===== src/rtl/rx_tx_pkg.sv =====
// Constants and types shared by the GMII transmit and receive paths.
package rx_tx_pkg;

   localparam int          DATA_WIDTH    = 8;
   localparam logic [7:0]  PREAMBLE_BYTE = 8'h55;
   localparam logic [7:0]  SFD_BYTE      = 8'hD5;

   // Reflected CRC-32; the residue is the raw register value after data plus FCS.
   localparam logic [31:0] CRC32_POLY    = 32'hEDB88320;
   localparam logic [31:0] CRC32_INIT    = 32'hFFFFFFFF;
   localparam logic [31:0] CRC32_RESIDUE = 32'hDEBB20E3;

   typedef enum logic [2:0] {
      IDLE, PREAMBLE, SFD, DATA, PAD, FCS, DRAIN, IFG
   } tx_state_t;

endpackage


===== src/rtl/crc32_d8.sv =====
// Combinational next-state of the reflected CRC-32 register for one input byte.
module crc32_d8
   import rx_tx_pkg::*;
(
   input  logic [31:0] crc_in,
   input  logic [7:0]  data,
   output logic [31:0] crc_out
);

   always_comb begin
      crc_out = crc_in ^ {24'h0, data};
      for (int i = 0; i < 8; i++) begin
         crc_out = crc_out[0] ? ((crc_out >> 1) ^ CRC32_POLY) : (crc_out >> 1);
      end
   end

endmodule


===== src/rtl/gmii_tx_mac.sv =====
// GMII transmit framer: preamble, SFD, frame, zero pad, optional FCS, inter-frame gap.
// Define GMII_TX_FCS_EN to generate the CRC-32 FCS here; otherwise upstream supplies it.
module gmii_tx_mac
   import rx_tx_pkg::*;
#(
   parameter int MIN_DATA_BYTES = 60,
   parameter int MAX_DATA_BYTES = 1514,
   parameter int IFG_CYCLES     = 12,
   parameter int PREAMBLE_LEN   = 7
)
(
   input  logic                  switch_clk,
   input  logic                  rst,
   input  logic [DATA_WIDTH-1:0] s_data_i,
   input  logic                  s_valid_i,
   input  logic                  s_last_i,
   output logic                  s_ready_o,
   output logic [7:0]            gmii_tx_data_o,
   output logic                  gmii_tx_en_o,
   output logic                  gmii_tx_er_o,
   output logic                  busy_o,
   output logic [15:0]           frames_sent_o,
   output logic [15:0]           frames_aborted_o
);

   localparam int CNT_W = $clog2(MAX_DATA_BYTES + 5);
`ifdef GMII_TX_FCS_EN
   localparam int PAD_TARGET = MIN_DATA_BYTES;
`else
   localparam int PAD_TARGET = MIN_DATA_BYTES + 4;
`endif
   localparam logic [CNT_W-1:0] PAD_LEN  = CNT_W'(PAD_TARGET);
   localparam logic [CNT_W-1:0] MAX_LEN  = CNT_W'(MAX_DATA_BYTES);
   localparam logic [7:0]       PRE_LAST = 8'(PREAMBLE_LEN - 1);
   localparam logic [7:0]       IFG_LAST = 8'(IFG_CYCLES - 1);

   tx_state_t        state;
   logic [CNT_W-1:0] byte_cnt;
   logic [CNT_W-1:0] byte_cnt_inc;
   logic [7:0]       step_cnt;

   assign byte_cnt_inc = byte_cnt + CNT_W'(1);
   assign s_ready_o    = (state == DATA) || (state == DRAIN);
   assign busy_o       = (state != IDLE);

`ifdef GMII_TX_FCS_EN
   logic [31:0] crc;
   logic [31:0] crc_next;
   logic [31:0] fcs_word;
   logic [7:0]  crc_byte;

   assign crc_byte = (state == PAD) ? 8'h00 : s_data_i;
   assign fcs_word = ~crc;

   crc32_d8 u_crc32_d8 (
      .crc_in  (crc),
      .data    (crc_byte),
      .crc_out (crc_next)
   );
`endif

   // Outputs are computed one edge ahead: the state names the work done at the edge.
   always_ff @(posedge switch_clk or posedge rst) begin
      if (rst) begin
         state            <= IDLE;
         byte_cnt         <= '0;
         step_cnt         <= '0;
         gmii_tx_data_o   <= '0;
         gmii_tx_en_o     <= 1'b0;
         gmii_tx_er_o     <= 1'b0;
         frames_sent_o    <= '0;
         frames_aborted_o <= '0;
`ifdef GMII_TX_FCS_EN
         crc              <= CRC32_INIT;
`endif
      end else begin
         gmii_tx_data_o <= 8'h00;
         gmii_tx_en_o   <= 1'b0;
         gmii_tx_er_o   <= 1'b0;
         case (state)
            IDLE: begin
               if (s_valid_i) begin
                  gmii_tx_data_o <= PREAMBLE_BYTE;
                  gmii_tx_en_o   <= 1'b1;
                  step_cnt       <= 8'd1;
                  state          <= (PREAMBLE_LEN > 1) ? PREAMBLE : SFD;
               end
            end
            PREAMBLE: begin
               gmii_tx_data_o <= PREAMBLE_BYTE;
               gmii_tx_en_o   <= 1'b1;
               step_cnt       <= step_cnt + 8'd1;
               if (step_cnt == PRE_LAST) state <= SFD;
            end
            SFD: begin
               gmii_tx_data_o <= SFD_BYTE;
               gmii_tx_en_o   <= 1'b1;
               byte_cnt       <= '0;
`ifdef GMII_TX_FCS_EN
               crc            <= CRC32_INIT;
`endif
               state          <= DATA;
            end
            DATA: begin
               gmii_tx_en_o <= 1'b1;
               step_cnt     <= '0;
               if (!s_valid_i || byte_cnt == MAX_LEN) begin
                  gmii_tx_er_o     <= 1'b1;
                  frames_aborted_o <= frames_aborted_o + 16'd1;
                  state            <= (s_valid_i && s_last_i) ? IFG : DRAIN;
               end else begin
                  gmii_tx_data_o <= s_data_i;
                  byte_cnt       <= byte_cnt_inc;
`ifdef GMII_TX_FCS_EN
                  crc            <= crc_next;
                  if (s_last_i) state <= (byte_cnt_inc < PAD_LEN) ? PAD : FCS;
`else
                  if (s_last_i) begin
                     if (byte_cnt_inc < PAD_LEN) begin
                        state <= PAD;
                     end else begin
                        state         <= IFG;
                        frames_sent_o <= frames_sent_o + 16'd1;
                     end
                  end
`endif
               end
            end
            PAD: begin
               gmii_tx_en_o <= 1'b1;
               byte_cnt     <= byte_cnt_inc;
               step_cnt     <= '0;
`ifdef GMII_TX_FCS_EN
               crc          <= crc_next;
               if (byte_cnt_inc == PAD_LEN) state <= FCS;
`else
               if (byte_cnt_inc == PAD_LEN) begin
                  state         <= IFG;
                  frames_sent_o <= frames_sent_o + 16'd1;
               end
`endif
            end
`ifdef GMII_TX_FCS_EN
            FCS: begin
               gmii_tx_en_o <= 1'b1;
               case (step_cnt[1:0])
                  2'd0:    gmii_tx_data_o <= fcs_word[7:0];
                  2'd1:    gmii_tx_data_o <= fcs_word[15:8];
                  2'd2:    gmii_tx_data_o <= fcs_word[23:16];
                  default: gmii_tx_data_o <= fcs_word[31:24];
               endcase
               step_cnt <= step_cnt + 8'd1;
               if (step_cnt[1:0] == 2'd3) begin
                  step_cnt      <= '0;
                  frames_sent_o <= frames_sent_o + 16'd1;
                  state         <= IFG;
               end
            end
`endif
            DRAIN: begin
               step_cnt <= '0;
               if (s_valid_i && s_last_i) state <= IFG;
            end
            IFG: begin
               step_cnt <= step_cnt + 8'd1;
               if (step_cnt == IFG_LAST) state <= IDLE;
            end
            default: state <= IDLE;
         endcase
      end
   end

endmodule


===== config.mk =====
export PLATFORM = sky130hd
export DESIGN_NAME = gmii_tx_mac
export DESIGN_NICKNAME = d
export VERILOG_FILES = /design/src/rtl/rx_tx_pkg.sv /design/src/rtl/crc32_d8.sv /design/src/rtl/gmii_tx_mac.sv
export SDC_FILE = /design/constraint.sdc
export NUM_CORES = 1
export LEC_CHECK = 0
export CORE_MARGIN = 2
export CORE_UTILIZATION = 49
export CTS_CLUSTER_DIAMETER = 40
export DETAILED_ROUTE_END_ITERATION = 8
export PLACE_DENSITY_LB_ADDON = 0.05
export SLEW_MARGIN = 20
export SYNTH_ARGS = -nofsm -noshare
export SYNTH_HDL_FRONTEND = slang
export SYNTH_SLANG_ARGS = --single-unit

===== constraint.sdc =====
create_clock -name switch_clk -period 2.4 [get_ports switch_clk]
set_input_delay 0.48 -clock switch_clk [delete_from_list [all_inputs] [get_ports switch_clk]]
set_output_delay 0.48 -clock switch_clk [all_outputs]
set_load 0.01 [all_outputs]

== Word level (Yosys, flattened, before mapping) ==
Cells that the tools add are included.

* Register bits: 64

* $add $sub $neg: 4
* Magnitude comparators: 1
* Equal/unequal tests: 19
* Mux-type cells: 26
* Reductions and logical operators: 17

{| class="wikitable"
|+ Operator list
! cell !! number
|-
| $mux 16 || 4
|-
| $pmux 11 s3 || 1
|-
| $add 16x1->16 const B || 2
|-
| $pmux 16 s2 || 1
|-
| $pmux 8 s4 || 1
|-
| $pmux 8 s3 || 1
|-
| $mux 3 || 7
|-
| $pmux 3 s7 || 1
|-
| $mux 8 || 2
|-
| $ne 2x2->1 const B || 7
|-
| $add 11x1->11 const B || 1
|-
| $eq 11x11->1 const B || 1
|-
| $eq 11x7->1 const B || 1
|-
| $lt 11x7->1 const B || 1
|-
| $mux 11 || 1
|-
| $eq 3x3->1 const B || 3
|-
| $reduce_bool 3->1 || 3
|-
| $add 8x1->8 const B || 1
|-
| $eq 8x3->1 const B || 1
|-
| $eq 8x4->1 const B || 1
|-
| $mux 7 || 1
|-
| $eq 3x2->1 const B || 2
|-
| $reduce_and 2->1 || 3
|-
| $reduce_and 6->1 || 1
|-
| other kinds (15) || 19
|}

== Logic depth before layout (Yosys ltp) ==
* Depth after elaboration: 6
* Depth in mapped cells: 9

== Worst setup path before layout ==
No wires, ideal clock.

* Path type: register to register
* From: reg byte_cnt[1]
* To: reg frames_sent_o[11]
* Data arrival time: 2.203 ns
* Required time: 2.321 ns
* Slack: 0.118 ns
* Stages on the path, launching flop included: 9
* Buffers on the path: 1
* Period minus slack after synthesis: 2.282 ns
* Cell sequence: dfrtp_1 > ha_1 > nand4_2 > nor4_2 > o22ai_2 > o31a_1 > buf_6 > nor4_2 > xor2_1

* Cells in the longest elaborated chain, start to end: 4

{| class="wikitable"
|+ RTL lines
! element !! line !! RTL
|-
| start, declared || gmii_tx_mac.sv:38 || <nowiki>logic [CNT_W-1:0] byte_cnt;</nowiki>
|-
| start signal, assigned || gmii_tx_mac.sv:113 || <nowiki>byte_cnt <= byte_cnt_inc;</nowiki>
|-
| start signal, assigned || gmii_tx_mac.sv:131 || <nowiki>byte_cnt <= byte_cnt_inc;</nowiki>
|-
| $add 11x1->11 or $eq 11x11->1 (tied branches) || gmii_tx_mac.sv:42, gmii_tx_mac.sv:107 ||
|-
| $lt 11x7->1, or another cell as far along || gmii_tx_mac.sv:119 || <nowiki>if (byte_cnt_inc < PAD_LEN) begin</nowiki>
|-
| $ne 2x2->1 (no line) || -- ||
|-
| $reduce_and 5->1 (no line) * || -- ||
|-
| end signal, assigned || gmii_tx_mac.sv:123 || <nowiki>frames_sent_o <= frames_sent_o + 16'd1;</nowiki>
|-
| end signal, assigned || gmii_tx_mac.sv:139 || <nowiki>frames_sent_o <= frames_sent_o + 16'd1;</nowiki>
|-
| end, declared || gmii_tx_mac.sv:22 || <nowiki>output logic [15:0] frames_sent_o,</nowiki>
|}

Every way passes the cells marked *; elsewhere a longest branch is shown, timed or not.
A chain may end at the register's enable or synchronous reset.

== Worst setup path in the final report ==
* From: reg state[1]
* To: out busy_o

* Cells in the longest elaborated chain, start to end: 1

{| class="wikitable"
|+ RTL lines
! element !! line !! RTL
|-
| start, declared || gmii_tx_mac.sv:37 || <nowiki>tx_state_t state;</nowiki>
|-
| start signal, assigned || gmii_tx_mac.sv:86 || <nowiki>state <= (PREAMBLE_LEN > 1) ? PREAMBLE : SFD;</nowiki>
|-
| start signal, assigned || gmii_tx_mac.sv:110 || <nowiki>state <= (s_valid_i && s_last_i) ? IFG : DRAIN;</nowiki>
|-
| $reduce_bool 3->1 || gmii_tx_mac.sv:44 || <nowiki>assign busy_o = (state != IDLE);</nowiki>
|-
| end, declared || gmii_tx_mac.sv:21 || <nowiki>output logic busy_o,</nowiki>
|}

No other way between the ends.

==> out/metrics.cfg <==
[outcome]
status=finished clean

[power]
power_leakage_nw=2.00
ir_worst_vdd_mv=0.688
powerDensity_nw_per_um2=878
finalPower_mw=3.96

[timing]
relSlewSlack_pct=65.1
finalSetupTns_ps=0
finClkSkew_ps=12.7
min_period_over_period_pct=97.3
hold_violations=0
fmax_ghz=0.428
worst-slew-pin-transition_ps=522
report.final.slew_viol_count=0
holdWs_ps=466
rsz0062_at_grt=true
setup_viol=0
period_minus_slack_ps=2340

[global_routing]
antenna_found_initial=0
grt_pass1_vias=2659
grt_pass1_wl_microns=12900
gr-total-overflow=0
globalRouteTotalUtil_pct=21.2
grt_start_max_net_pins=65

[yosys]
yosysSeqAreaShare_pct=45.6
ys_ff_latch=64
synth-main-ff-cell=dfrtp_1
synth_fp_nets=383
synth.top_cell.area_share_pct=45.6
synthCells=364
synth_area_per_cell_sq_um=9.65
synth_edf_count=0
async_reset_ff_share_pct=100
yosysWarnings=0
ys_top_cells_by_area=dfrtp_1 (46%), xor2_1 (6.2%), xnor2_1 (4.2%)
synth_cell_types=62
yosysTopAreaCell=dfrtp_1
synth_area_sq_um=3510

[clock_tree]
cts_sinks=64
htree_num_levels=3
clk_pin_slew_ps=80
cts_root_buf=clkbuf_8
clkLatencyLatePin_ps=350
cts_buffer_depth=2
tritoncts=built
numCtsBuffers=9

[min_path]
min-delay-path-class=flip-flop to flip-flop

[layout]
mostFrequentLayoutCell=dfrtp_1
layout_common_cells=dfrtp_1 (62), clkdlybuf4s50_1 (55), nor2_1 (36), nand2_1 (33), xor2_1 (25)
synthToLayoutAreaGrowth_pct=28.4
fin_cells=539
insertedDiodeCount=0
drive_above_1_share_pct=14.4
nets=457

[detailed_routing]
ant_nets=0
drtIter0Drc=128
via_per_inst=5.54
wl_per_cell_microns=14.9
vias=2986
wl_microns=8030
dr.pass1.iters=4
drcViolationCount=0

[worst_setup_path]
worstPathCellList=nor2_1 > nand2_1 > clkdlybuf4s50_1
path_max_fanout=10
cp.arrival_ps=1860
cp-start-kind=flip-flop
cpLargestDelayFamily=flip-flops
required_ps=1920
critPathMaxStageDelay_ps=500
cpMaxStageDelayCell=dfrtp_1
endpoint_kind=output pin
crit_buf_inv=1
crit_type=flip-flop to output pin

[floorplanning]
rows=30
initial_core_util_pct=51.1
die_x_microns=88.7
ios=56
die-area_sq_um=7860
coreArea_sq_um=6870
dieHeight_microns=88.7

[place]
place_inst=522
port_buffers=55
gp_congestion=0.873
dp_hpwl_microns=5750

[run]
maxCapViolations=0

## layout make-up
type                       count  area [sq um]
sequential                    64          1600
tap                           96           120
inverter                      10          37.5
clock buffer                   9           124
clock inverter                 7          48.8
fill                         566          2360
timing repair buffer          78           761
multi-input combinational    275          1820
## final timing paths
kind                                   startpoint                   to  slack [ps]  depth (start not counted)
worst min register to register  frames_sent_o[15]    frames_sent_o[15]         470                          1
worst max register to register        byte_cnt[0]     frames_sent_o[7]         130                          8
worst min-delay path            frames_sent_o[15]    frames_sent_o[15]         470                          1
worst max-delay path                     state[1]               busy_o          60                          3
max in group asynchronous                     rst          byte_cnt[2]        1590                          3
min in group asynchronous                     rst  frames_aborted_o[5]         520                          3
## where the power goes
part           switching (mW)  leakage, nW  total, mW  internal [mW]
logic                   0.903         1.06       1.67          0.770
registers               0.205        0.853       1.47           1.27
clock network           0.446       0.0889      0.819          0.374
total                    1.55         2.00       3.96           2.41
## Yosys cell counts, types with 5 or more instances
library cell,number
o22ai_1,5
xor2_1,25
and3_1,9
nand3_1,15
a21oi_1,18
xnor2_1,17
nor2_1,36
buf_4,5
inv_1,9
nor4_2,7
nor3_1,13
or3_1,6
dfrtp_1,64
o21ai_0,15
nand4_1,6
ha_1,7
nand2_1,33
## flip-flops by register name, indices dropped and copies added, names as in the netlist
| name | flops |
|---|---|
| byte_cnt | 11 |
| gmii_tx_er_o | 1 |
| step_cnt | 8 |
| gmii_tx_data_o | 8 |
| frames_aborted_o | 16 |
| gmii_tx_en_o | 1 |
| state | 3 |
| frames_sent_o | 16 |
## kinds of logic after synthesis
logic type | synth area share, %
xor+xnor | 10.5
compound gates | 12.9
simple gates | 24.4
mux | 0.320
fa+ha+maj | 2.78
buf+inv | 3.53
flops | 45.6
## repair_timing
action / CTS / global route
hold buffers: 0 / 0
endpoints found under the setup margin: 0 / 15
buffers inserted: 0 / 1
gates resized for setup: 0 / 8
## worst register-to-register path: stages, from the launching register on
cell     delay [ps]
dfrtp_1         350
ha_2            230
nand4_2         200
nor4_4          280
o22ai_2         120
o31a_1          340
buf_12          170
nor4_2          310
xor2_1          180
## stage by stage
step | setup slack, ps | cell area, sq um | util [%]
5_1_grt | -21.0 | 4510 | 65.7
6_report | 63.7 | 4510 | 65.7
3_3_place_gp | 143 | 4300 | 62.6
3_5_place_dp | 64.1 | 4300 | 62.6
2_1_floorplan | 118 | 3510 | -
4_1_cts | 44.9 | 4470 | 65.1
## per-layer routing
metal,wire (microns),vias to the layer above,GRT usage (%)
met5,0,-,0
met4,81,0,6.06
met3,388,8,5.04
met2,3710,80,32.0
met1,3850,1442,30.5
li1,-,1456,-
Note: power is estimated with default switching activity, not from simulation.
